### src/rtl/mac_seq_pkg.sv
// Shared types and default widths for the mac_seq dot-product sequencer.
package mac_seq_pkg;

    localparam int IP = 8;
    localparam int WP = 8;
    localparam int CP = IP + WP;

    typedef enum logic [1:0] {
        IDLE = 2'd0,
        RUN  = 2'd1,
        DONE = 2'd2
    } state_t;

endpackage

### src/rtl/mac_seq_mac.sv
// Combinational multiply-accumulate: out = b + in*w, with the product
// truncated (or sign-extended) to the accumulator width.
module mac
    import mac_seq_pkg::*;
#(
    parameter int IP = mac_seq_pkg::IP,
    parameter int WP = mac_seq_pkg::WP,
    parameter int CP = mac_seq_pkg::CP
) (
    input  logic signed [IP:0] in,
    input  logic signed [WP:0] w,
    input  logic signed [CP:0] b,
    output logic signed [CP:0] out
);

    logic signed [IP+WP+1:0] prod;
    logic signed [CP:0]      prod_t;

    always_comb begin
        prod   = in * w;
        prod_t = (CP+1)'(prod);
        out    = b + prod_t;
    end

endmodule

### src/rtl/mac_seq.sv
// Dot-product sequencer: out = bias + sum(in[k]*w[k]) over len terms.
// Optional output ReLU enabled by defining MAC_SEQ_RELU_EN.
module mac_seq
    import mac_seq_pkg::*;
#(
    parameter int IP   = mac_seq_pkg::IP,
    parameter int WP   = mac_seq_pkg::WP,
    parameter int CP   = mac_seq_pkg::CP,
    parameter int NMAX = 64,
    parameter int LW   = $clog2(NMAX + 1)
) (
    input  logic                 clk,
    input  logic                 rst_n,
    input  logic                 start,
    input  logic [LW-1:0]        len,
    input  logic signed [CP:0]   bias,
    output logic                 busy,
    input  logic                 in_valid,
    output logic                 in_ready,
    input  logic signed [IP:0]   in_data,
    input  logic signed [WP:0]   w_data,
    output logic                 out_valid,
    input  logic                 out_ready,
    output logic signed [CP:0]   out_data
);

    state_t               state_q, state_d;
    logic signed [CP:0]   acc_q, acc_d;
    logic [LW-1:0]        cnt_q, cnt_d;
    logic [LW-1:0]        len_c;
    logic signed [CP:0]   mac_out;
    logic signed [CP:0]   out_d;

    function automatic logic signed [CP:0] shape(input logic signed [CP:0] v);
`ifdef MAC_SEQ_RELU_EN
        return v[CP] ? '0 : v;
`else
        return v;
`endif
    endfunction

    mac #(
        .IP(IP),
        .WP(WP),
        .CP(CP)
    ) u_mac (
        .in  (in_data),
        .w   (w_data),
        .b   (acc_q),
        .out (mac_out)
    );

    always_comb begin
        len_c = (len > LW'(NMAX)) ? LW'(NMAX) : len;
    end

    always_comb begin
        state_d = state_q;
        acc_d   = acc_q;
        cnt_d   = cnt_q;
        out_d   = out_data;
        unique case (state_q)
            IDLE: begin
                if (start) begin
                    acc_d   = bias;
                    cnt_d   = len_c;
                    state_d = (len_c == '0) ? DONE : RUN;
                end
            end
            RUN: begin
                if (in_valid && in_ready) begin
                    acc_d = mac_out;
                    cnt_d = cnt_q - LW'(1);
                    if (cnt_q == LW'(1)) state_d = DONE;
                end
            end
            DONE: begin
                if (out_ready) state_d = IDLE;
            end
            default: state_d = IDLE;
        endcase
        // Result is captured once on DONE entry so it stays put under backpressure.
        if (state_d == DONE && state_q != DONE) out_d = shape(acc_d);
    end

    always_ff @(posedge clk or negedge rst_n) begin
        if (!rst_n) begin
            state_q   <= IDLE;
            acc_q     <= '0;
            cnt_q     <= '0;
            busy      <= 1'b0;
            in_ready  <= 1'b0;
            out_valid <= 1'b0;
            out_data  <= '0;
        end else begin
            state_q   <= state_d;
            acc_q     <= acc_d;
            cnt_q     <= cnt_d;
            busy      <= (state_d != IDLE);
            in_ready  <= (state_d == RUN);
            out_valid <= (state_d == DONE);
            out_data  <= out_d;
        end
    end

endmodule

### config.mk
export PLATFORM = sky130hd
export DESIGN_NAME = mac_seq
export DESIGN_NICKNAME = d
export VERILOG_FILES = /design/src/rtl/mac_seq_pkg.sv /design/src/rtl/mac_seq_mac.sv /design/src/rtl/mac_seq.sv
export SDC_FILE = /design/constraint.sdc
export NUM_CORES = 1
export LEC_CHECK = 0
export CORE_MARGIN = 10
export CORE_UTILIZATION = 50
export CTS_CLUSTER_SIZE = 28
export DETAILED_ROUTE_END_ITERATION = 8
export DONT_BUFFER_PORTS = 1
export PLACE_DENSITY_LB_ADDON = 0.08
export SETUP_SLACK_MARGIN = 0.3
export SYNTH_ARGS = -nofsm -noshare
export SYNTH_HDL_FRONTEND = slang
export SYNTH_HIERARCHICAL = 1
export SYNTH_SLANG_ARGS = --single-unit
### constraint.sdc
create_clock -name clk -period 9.44 [get_ports clk]
set_input_delay 1.416 -clock clk [delete_from_list [all_inputs] [get_ports clk]]
set_output_delay 1.416 -clock clk [all_outputs]
set_load 0.01 [all_outputs]
==> results of run 1 <==
[flip-flops by register name (all words and copies together), names as in the netlist]
signal	cells
out_valid	1
out_data	17
in_ready	1
cnt_q	7
acc_q	17
busy	1
state_q	2
[area by class of cell]
| cell class | count | area [um^2] | area share (%) |
|---|---|---|---|
| Timing Repair Buffer | 1 | 7.507 | 0.1309 |
| Inverter | 111 | 416.7 | 7.266 |
| Clock buffer | 7 | 86.33 | 1.506 |
| Clock inverter | 1 | 5.005 | 0.08728 |
| Tap cell | 140 | 175.2 | 3.055 |
| Sequential cell | 46 | 1151 | 20.07 |
| Multi-Input combinational cell | 390 | 3892 | 67.88 |
[routing by layer]
layer / up-vias / GRT usage, % / routed length (um)
li1: 1780 / - / -
met1: 1912 / 18.33 / 4819
met2: 73 / 26.03 / 6147
met3: 15 / 3.929 / 683
met4: 0 / 3.320 / 158
met5: - / 0 / 0
[worst paths after layout]
path,startpoint,end,slack (ns),depth (start not counted)
worst min-delay path,acc_q[8]$_DFF_PN0_,acc_q[8]$_DFF_PN0_,0.51,1
worst min register to register,acc_q[8]$_DFF_PN0_,acc_q[8]$_DFF_PN0_,0.51,1
max in group asynchronous,rst_n,acc_q[2]$_DFF_PN0_,8.54,0
min in group asynchronous,rst_n,cnt_q[0]$_DFFE_PN0P_,0.79,0
worst max-delay path,in_data[3],out_data[14]$_DFFE_PN0P_,3.05,19
worst max register to register,acc_q[8]$_DFF_PN0_,out_data[14]$_DFFE_PN0P_,5.02,16
[cell families after synthesis]
logic type / Yosys count / share of synthesized area (%)
compound gates: 85 / 10.82
xor+xnor: 22 / 3.458
fa+ha+maj: 126 / 38.94
mux: 19 / 4.334
simple gates: 138 / 12.17
flops: 46 / 20.66
buf+inv: 136 / 9.611
[critical path, stage by stage]
cell and delay [ns]:
and2_1 0.15, fa_1 0.54, inv_1 0.05, fa_1 0.48, inv_1 0.06, fa_1 0.50
fa_1 0.54, inv_1 0.05, fa_1 0.53, inv_1 0.04, ha_1 0.23, nor4_1 0.32
o211ai_1 0.23, a41oi_1 0.44, nor3_1 0.10, a311o_1 0.28, a22o_1 0.20, a21o_1 0.16
mux2_2 0.26
[stage by stage]
stage / util [%] / area, um^2 / setup WS (ns) / std cells
6_report: 52.67 / 5734 / 3.051 / 696
5_1_grt: 52.67 / 5734 / 2.855 / 696
4_1_cts: 52.67 / 5734 / 3.068 / 696
2_1_floorplan: - / 5572 / 2.822 / 572
3_3_place_gp: 51.83 / 5643 / 2.879 / 688
3_5_place_dp: 51.83 / 5643 / 2.758 / 688
[Yosys cell counts (2+ instances only)]
library cell / instances / area, um^2
a22o_1: 17 / 148.9
a41oi_1: 2 / 17.52
clkbuf_1: 21 / 78.83
mux2i_1: 2 / 20.02
and2_1: 26 / 162.7
and3_1: 2 / 12.51
o211ai_1: 3 / 22.52
nor3b_1: 2 / 15.01
o21ai_0: 13 / 65.06
a21o_1: 18 / 135.1
nor2b_1: 4 / 25.02
o22ai_1: 3 / 18.77
xnor2_1: 18 / 157.7
a211oi_1: 2 / 15.01
a31oi_1: 3 / 18.77
nor4_1: 2 / 12.51
mux2_2: 9 / 101.4
inv_1: 111 / 416.7
nand2b_1: 4 / 25.02
mux2_4: 8 / 120.1
nor3_1: 5 / 25.02
fa_1: 79 / 1582
ha_1: 47 / 588.1
xor2_1: 4 / 35.03
a21oi_1: 16 / 80.08
nor2_1: 22 / 82.58
nand3_1: 2 / 10.01
dfrtp_1: 46 / 1151
nand2_1: 61 / 229.0
==> flow_summary.yaml, run 1 <==
outcome:
  status: "complete, no violations"
flow_run:
  max_cap_violations: 0
final_layout:
  layout.nets: 728
  fillers: 1038
  antenna_cells: 0
  layout_common_cells: "inv_1 (111), fa_1 (79), nand2_1 (61)"
  final_common_cell: "inv_1"
  area_growth_pct: 2.919
  drive_gt1_share_pct: 5.755
floorplan:
  initial_core_util_pct: 51.17
  ios: 67
  die_y_um: 125.6
  core_um2: 10890
  std_cell_rows: 38
  die_w_um: 125.6
  dieArea_um2: 15770
critical_path:
  worstPathRequired_ns: 9.63
  worst-path-max-fanout: 9
  endpoint_kind: "flop"
  critPathKind: "input port to flop"
  critPathArrivalTime_ns: 6.58
  crit_path_start_kind: "input port"
sta:
  fmax_mhz: 156.5
  fin_setup_tns_ns: 0
  hold_ws_ns: 0.5097
  maxSlewViolCount: 0
  skew_ns: 0.005757
  rsz0062_at_grt: "false"
  worstMarginPinSlew_ns: 1.235
  period_needed_ns: 6.389
  hold_viol: 0
  period_share_pct: 67.68
  setup_violations: 0
  slew_headroom_pct: 17.57
logic_synthesis:
  synth_ff_type: "dfrtp_1"
  synth_edf_count: 0
  syn_nets: 745
  ys_ff_latch: 46
  yosysSeqAreaShare_pct: 20.66
  synth.cell_area_um2: 5572
  yosysWarnings: 6
  syn_area_per_cell_um2: 9.741
  postSynthCellCount: 572
  ys_async_sr_fraction_pct: 100.0
  synth_cell_types: 49
placement:
  gp_congestion: 0.8390
  post-dp-hpwl_um: 9749
  port_buffers: 0
global_route:
  grt_max_degree: 47
  grt_pass1_vias: 3894
  antenna_found_initial: 0
  grt_pass1_wl_um: 19680
  grt-ovfl-total: 0
  grt_usage_pct: 15.05
cts:
  cts_resized: 0
  path_clk_slew_ns: 0.09
  cts_made_buffers: 5
  htreeDepth: 2
  cts-hold-fix-buffers: 0
  insertion_delay_ns: 0.30
  cts_buffer_depth: 2
  tritoncts: "done"
  post_cts_buffers: 0
  clockRootBuffer: "clkbuf_8"
  cts.sinks: 46
drt:
  dr.pass1.iters: 7
  route.vias.total: 3780
  via_per_inst: 5.431
  wl_per_cell_um: 16.97
  drt.antenna.violating_nets: 0
  drc_errors: 0
  dr.first_iter.drc_count: 217
  routed_wl_um: 11810
min_path:
  hold_path_class: "flop to flop"
Power of run 1 is not shown: default switching activity piles up to over one toggle a cycle in this logic, so the estimate is an artifact.
==> run 2: changes to the inputs <==
clock period = 5.2 ns   (was 9.44 ns; I/O delays follow)
==> run 2 against run 1 <==
The flow now finishes with violations (setup timing). Core utilization is 4.3 points higher. Via count increased by 3.4%. Clock skew up 0.0043 ns. Critical path depth down 1. Critical path type unchanged. Worst setup slack lost 3.3 ns. Sequential cell count stayed put. Register-to-register slack got worse by 4.1 ns.
==> flow_summary.yaml, run 2 (synthesis results as in run 1) <==
global_route:
  top_usage_layer: "met2"
  grt_max_degree: 47
  grtUsageMet2_pct: 27.01
  use_met1_pct: 18.57
  grt_pass1_wl_um: 20240
  antenna_found_initial: 0
  grt_usage_pct: 15.45
  grt_use_met3_pct: 3.549
  grt_pass1_vias: 4153
  grt-ovfl-total: 0
critical_path:
  critPathKind: "input port to flop"
  crit_chain: "and2_4 > fa_1 > inv_1 > fa_1 > inv_1 > fa_2 > fa_1 > inv_1 > fa_1 > inv_2 > ha_4 > or4_4 > o311a_4 > mux2i_2 > xor2_1 > a22o_1 > a21o_1 > mux2_2"
  startpoint: "in_data[5]"
  critPathArrivalTime_ns: 5.60
  cp_slowest_stage_delay_ns: 0.53
  worst_path_max_delay_cell: "fa_1"
  endpoint_kind: "flop"
  worst-path-max-fanout: 9
  cpMostUsedCell: "fa_1"
  worstPathRequired_ns: 5.39
  reg2reg_from: "acc_q[8]$_DFF_PN0_"
  crit_path_start_kind: "input port"
floorplan:
  die_w_um: 125.6
  ios: 67
  std_cell_rows: 38
  core_um2: 10890
  die_y_um: 125.6
  dieArea_um2: 15770
  initial_core_util_pct: 51.17
drt:
  dr.pass1.iters: 4
  routed_wl_um: 12050
  via_per_inst: 5.368
  drc_errors: 0
  drt.antenna.violating_nets: 0
  wl_per_cell_um: 16.55
  route.vias.total: 3908
  dr.first_iter.drc_count: 148
sta:
  fin_ws_ns: -0.2050
  period_share_pct: 103.9
  hold_ws_ns: 0.1612
  fmax_mhz: 185.0
  hold_viol: 0
  rsz0062_at_grt: "true"
  worstMarginPinSlew_ns: 1.107
  period_needed_ns: 5.405
  skew_ns: 0.01009
  slew_headroom_pct: 26.13
  setup_violations: 6
  maxSlewViolCount: 0
outcome:
  status: "complete, but fails checks"
  violations: "setup timing"
cts:
  tritoncts: "done"
  clockRootBuffer: "clkbuf_8"
  insertion_delay_ns: 0.31
  cts.sinks: 46
  cts_made_buffers: 5
  htreeDepth: 2
  cts_buffer_depth: 2
  path_clk_slew_ns: 0.09
placement:
  post-dp-hpwl_um: 10010
  gp_congestion: 0.8539
  port_buffers: 0
  place_ws_ns: -0.5455
  place_inst: 717
final_layout:
  area_growth_pct: 11.32
  final_common_cell: "inv_1"
  utilization_pct: 56.96
  layout.nets: 761
  drive_gt1_share_pct: 18.37
  largestRegisters: "acc_q (17), out_data (17), cnt_q (7)"
  fillers: 975
  layout_common_cells: "inv_1 (106), fa_1 (76), nand2_1 (52)"
  antenna_cells: 0
  fin_cells: 728
min_path:
  hold_path_class: "input port to async pin"
flow_run:
  max_cap_violations: 0
==> run 2: timing repair <==
item / CTS / global route
gates resized for setup: 5 / 7
hold buffers: 0 / 0
endpoints found under the setup margin: 11 / 14
pin swaps: 2 / 3
hold endpoints to repair: 0 / 0
setup buffers: 4 / 0
==> run 2: layout make-up <==
cell class	instances	area [um^2]	area share [%]
flip-flops and latches	46	1151	18.56
clock inverters	2	10.01	0.1614
clock buffers	5	68.82	1.110
inverters	111	416.7	6.718
repair buffers	34	255.2	4.115
multi-input cells	390	4125	66.51
well taps	140	175.2	2.824
==> run 2: routing by layer <==
layer  part of all wire [%]  routed length, um
met1                     40               4847
met2                     52               6321
met3                    5.2                630
met4                    2.1                250
met5                      0                  0
==> run 2: per-stage QoR <==
stage / instance area [um^2] / setup TNS, ns
6_report: 6202 / -0.6795
5_1_grt: 6202 / -2.061
4_1_cts: 6162 / -0.7030
3_5_place_dp: 6031 / -3.620
3_3_place_gp: 6031 / -3.153
2_1_floorplan: 5904 / -1.913
==> run 2: path summary, 6_finish.rpt <==
path | depth (start not counted) | slack [ns] | to
hold reg to reg | 1 | 0.51 | acc_q[8]$_DFF_PN0_
min in group clk | 1 | 0.51 | acc_q[8]$_DFF_PN0_
max in group asynchronous | 0 | 4.94 | state_q[1]$_DFF_PN0_
hold / removal | 0 | 0.16 | acc_q[9]$_DFF_PN0_
setup / recovery | 18 | -0.20 | out_data[13]$_DFFE_PN0P_
setup reg to reg | 15 | 0.90 | out_data[13]$_DFFE_PN0P_
==> run 2: worst max-delay path, delay by kind of cell <==
family	cells	cell delay, ns
xor gates and xnor gates	1	0.17
muxes	2	0.42
and+or+nand+nor	2	0.67
buffers and inverters	4	0.23
adders and majority gates	6	2.53
AOI/OAI and AO/OA	3	0.79
Power of run 2 is left out for the same reason.
==> RTL change: new RTL, settings of run 2 <==
The 3 states of `state_t` get a one-hot encoding in 3 bits.
--- a/src/rtl/mac_seq_pkg.sv
+++ b/src/rtl/mac_seq_pkg.sv
@@ -5,10 +5,10 @@
     localparam int WP = 8;
     localparam int CP = IP + WP;
 
-    typedef enum logic [1:0] {
-        IDLE = 2'd0,
-        RUN  = 2'd1,
-        DONE = 2'd2
+    typedef enum logic [2:0] {
+        IDLE = 3'b001,
+        RUN  = 3'b010,
+        DONE = 3'b100
     } state_t;
 
 endpackage
Check against the original RTL: no difference found for any inputs over 4 cycles, from zero or initial values and one cycle with rst_n low; so few cycles prove little.
==> RTL change against run 2 <==
- worst setup slack improved by 0.11 ns
- highest routed layer unchanged
- the run still ends with setup timing left
- routed wire length decreased by 0.65%
- largest cell class unchanged
- cell area increased by 3.8%
- sequential share of layout area decreased by 0.28 points
- register-to-register slack improved by 0.11 ns
- synthesized area increased by 1.0%
- sequential cell count increased by 1
- critical path type unchanged
Power is left out: the tool's default activity adds up to more than one toggle a clock period on the data nets, which glitch-free logic cannot reach.
==> RTL change: results (changes against run 2) <==
==========================================================================================
FF-to-FF path depth                                                                     14   -1
XOR/XNOR Fraction of Synth Area                                                      3.42%   -0.035 points
GR Util All Layers                                                                   15.5%   about the same
Number of global-route vias before repair                                             4140   -0.31%
Result of the run                                                             complete, but fails checks
Failing checks                                                                setup timing
Clock tree skew after final layout                                              0.00388 ns   -0.00621 ns
Wire length of the first global-routing pass                                      20600 um   +1.8%
Share of synthesized cell area in full adder, half adder and majority cells          38.6%   -0.39 points
Fin worst setup slack                                                           -0.0962 ns   +0.109 ns
CTS Root Cell                                                                 sky130_fd_sc_hd__clkbuf_16
Headroom to the max-slew limit                                                       26.4%   +0.27 points
Total area of sequential cells                                                   1180 um^2   +2.3%
Synthesis-stage register bit count                                                      47   +2.2%
Non-clock buffer instance count of the final layout                                     32   -5.9%
Worst slack at placement                                                         -0.482 ns   +0.0630 ns
Placed cell count                                                                      724   +0.98%
Setup-violating endpoint count in the final report                                       4   -2
Proportion of synthesized chip area in sequential cells                              20.9%   +0.26 points
Worst reg2reg setup slack                                                          1.01 ns   +0.11 ns
Post-placement cell area                                                         6090 um^2   +1.0%
Fraction of layout instances using a drive strength above 1                          21.2%   +2.9 points
Multiplexer share of the synthesized area                                            4.29%   -0.043 points
Multi-input combinational cell count                                                   395   +1.3%
Number of vias per cell after detailed routing                                        5.41   +0.87%
CLK BUF                                                                                  6   +1
Critical path data arrival time                                                    5.47 ns   -0.13 ns
Post-Synthesis Net Count                                                               750   +0.67%
Most numerous cell types in the synthesized netlist                           sky130_fd_sc_hd__inv_1 (111), sky130_fd_sc_hd__fa_1 (79), sky130_fd_sc_hd__nand2_1 (62)
Routed len/inst                                                                    16.3 um   -1.3%
Largest net degree at the start of global routing                                       48   +2.1%
Share of the synthesized area in compound gates (AO/OA/AOI/OAI)                      9.29%   -1.5 points
Placeable core area                                                             10900 um^2   +0.44%
Vias after detailed routing                                                           3969   +1.6%
Synth Instances                                                                        577   +0.87%
Signal buffers share of area                                                         3.73%   -0.39 points
==========================================================================================
RTL change: changes by cell type in the layout (fill, tap and decap cells not counted), moves of 4 or more:
cell / delta
sky130_fd_sc_hd__a221o_1: +17
sky130_fd_sc_hd__clkbuf_16: +5
sky130_fd_sc_hd__a21o_1: -17
sky130_fd_sc_hd__and2_1: +17
sky130_fd_sc_hd__a22o_1: -17
sky130_fd_sc_hd__clkbuf_8: -4
RTL change: layer usage:
| metal | part of all wire [%] | vias to the layer above | track usage [%] |
|---|---|---|---|
| met1 | 41 | 2018 | 18.9 |
| met4 | 0.48 | 0 | 2.08 |
| met3 | 5.1 | 4 | 3.36 |
| li1 | - | 1873 | - |
| met2 | 54 | 74 | 27.8 |
| met5 | 0 | - | 0 |
RTL change: worst max path at each step:
| stage | start | end | slack [ns] | depth (start not counted) |
|---|---|---|---|---|
| 3_3_place_gp | in_data[5] | out_data[13] | -0.46 | 17 |
| 2_1_floorplan | w_data[3] | out_data[13] | -0.41 | 18 |
| 5_1_grt | in_data[5] | out_data[13] | -0.22 | 18 |
| 3_5_place_dp | in_data[5] | out_data[13] | -0.48 | 17 |
| 6_report | in_data[5] | out_data[13] | -0.1 | 17 |
| 4_1_cts | w_data[5] | out_data[16] | -0.08 | 17 |
RTL change: timing repair:
action,CTS,global route
cloned,0,0
buffers inserted,0,1
pin swaps,5,6
setup endpoints to repair,11,15
gates resized for setup,10,25
endpoints found under the hold margin,0,0
RTL change: stage by stage:
stage	setup TNS [ns]	hold WS [ns]	utilization [%]
global route	-0.989	0.171	58.9
CTS	-0.237	0.180	57.8
global placement	-2.78	0.486	55.7
floorplan	-1.76	0.471	-
detailed placement	-2.96	0.486	55.7
finish	-0.226	0.186	58.9
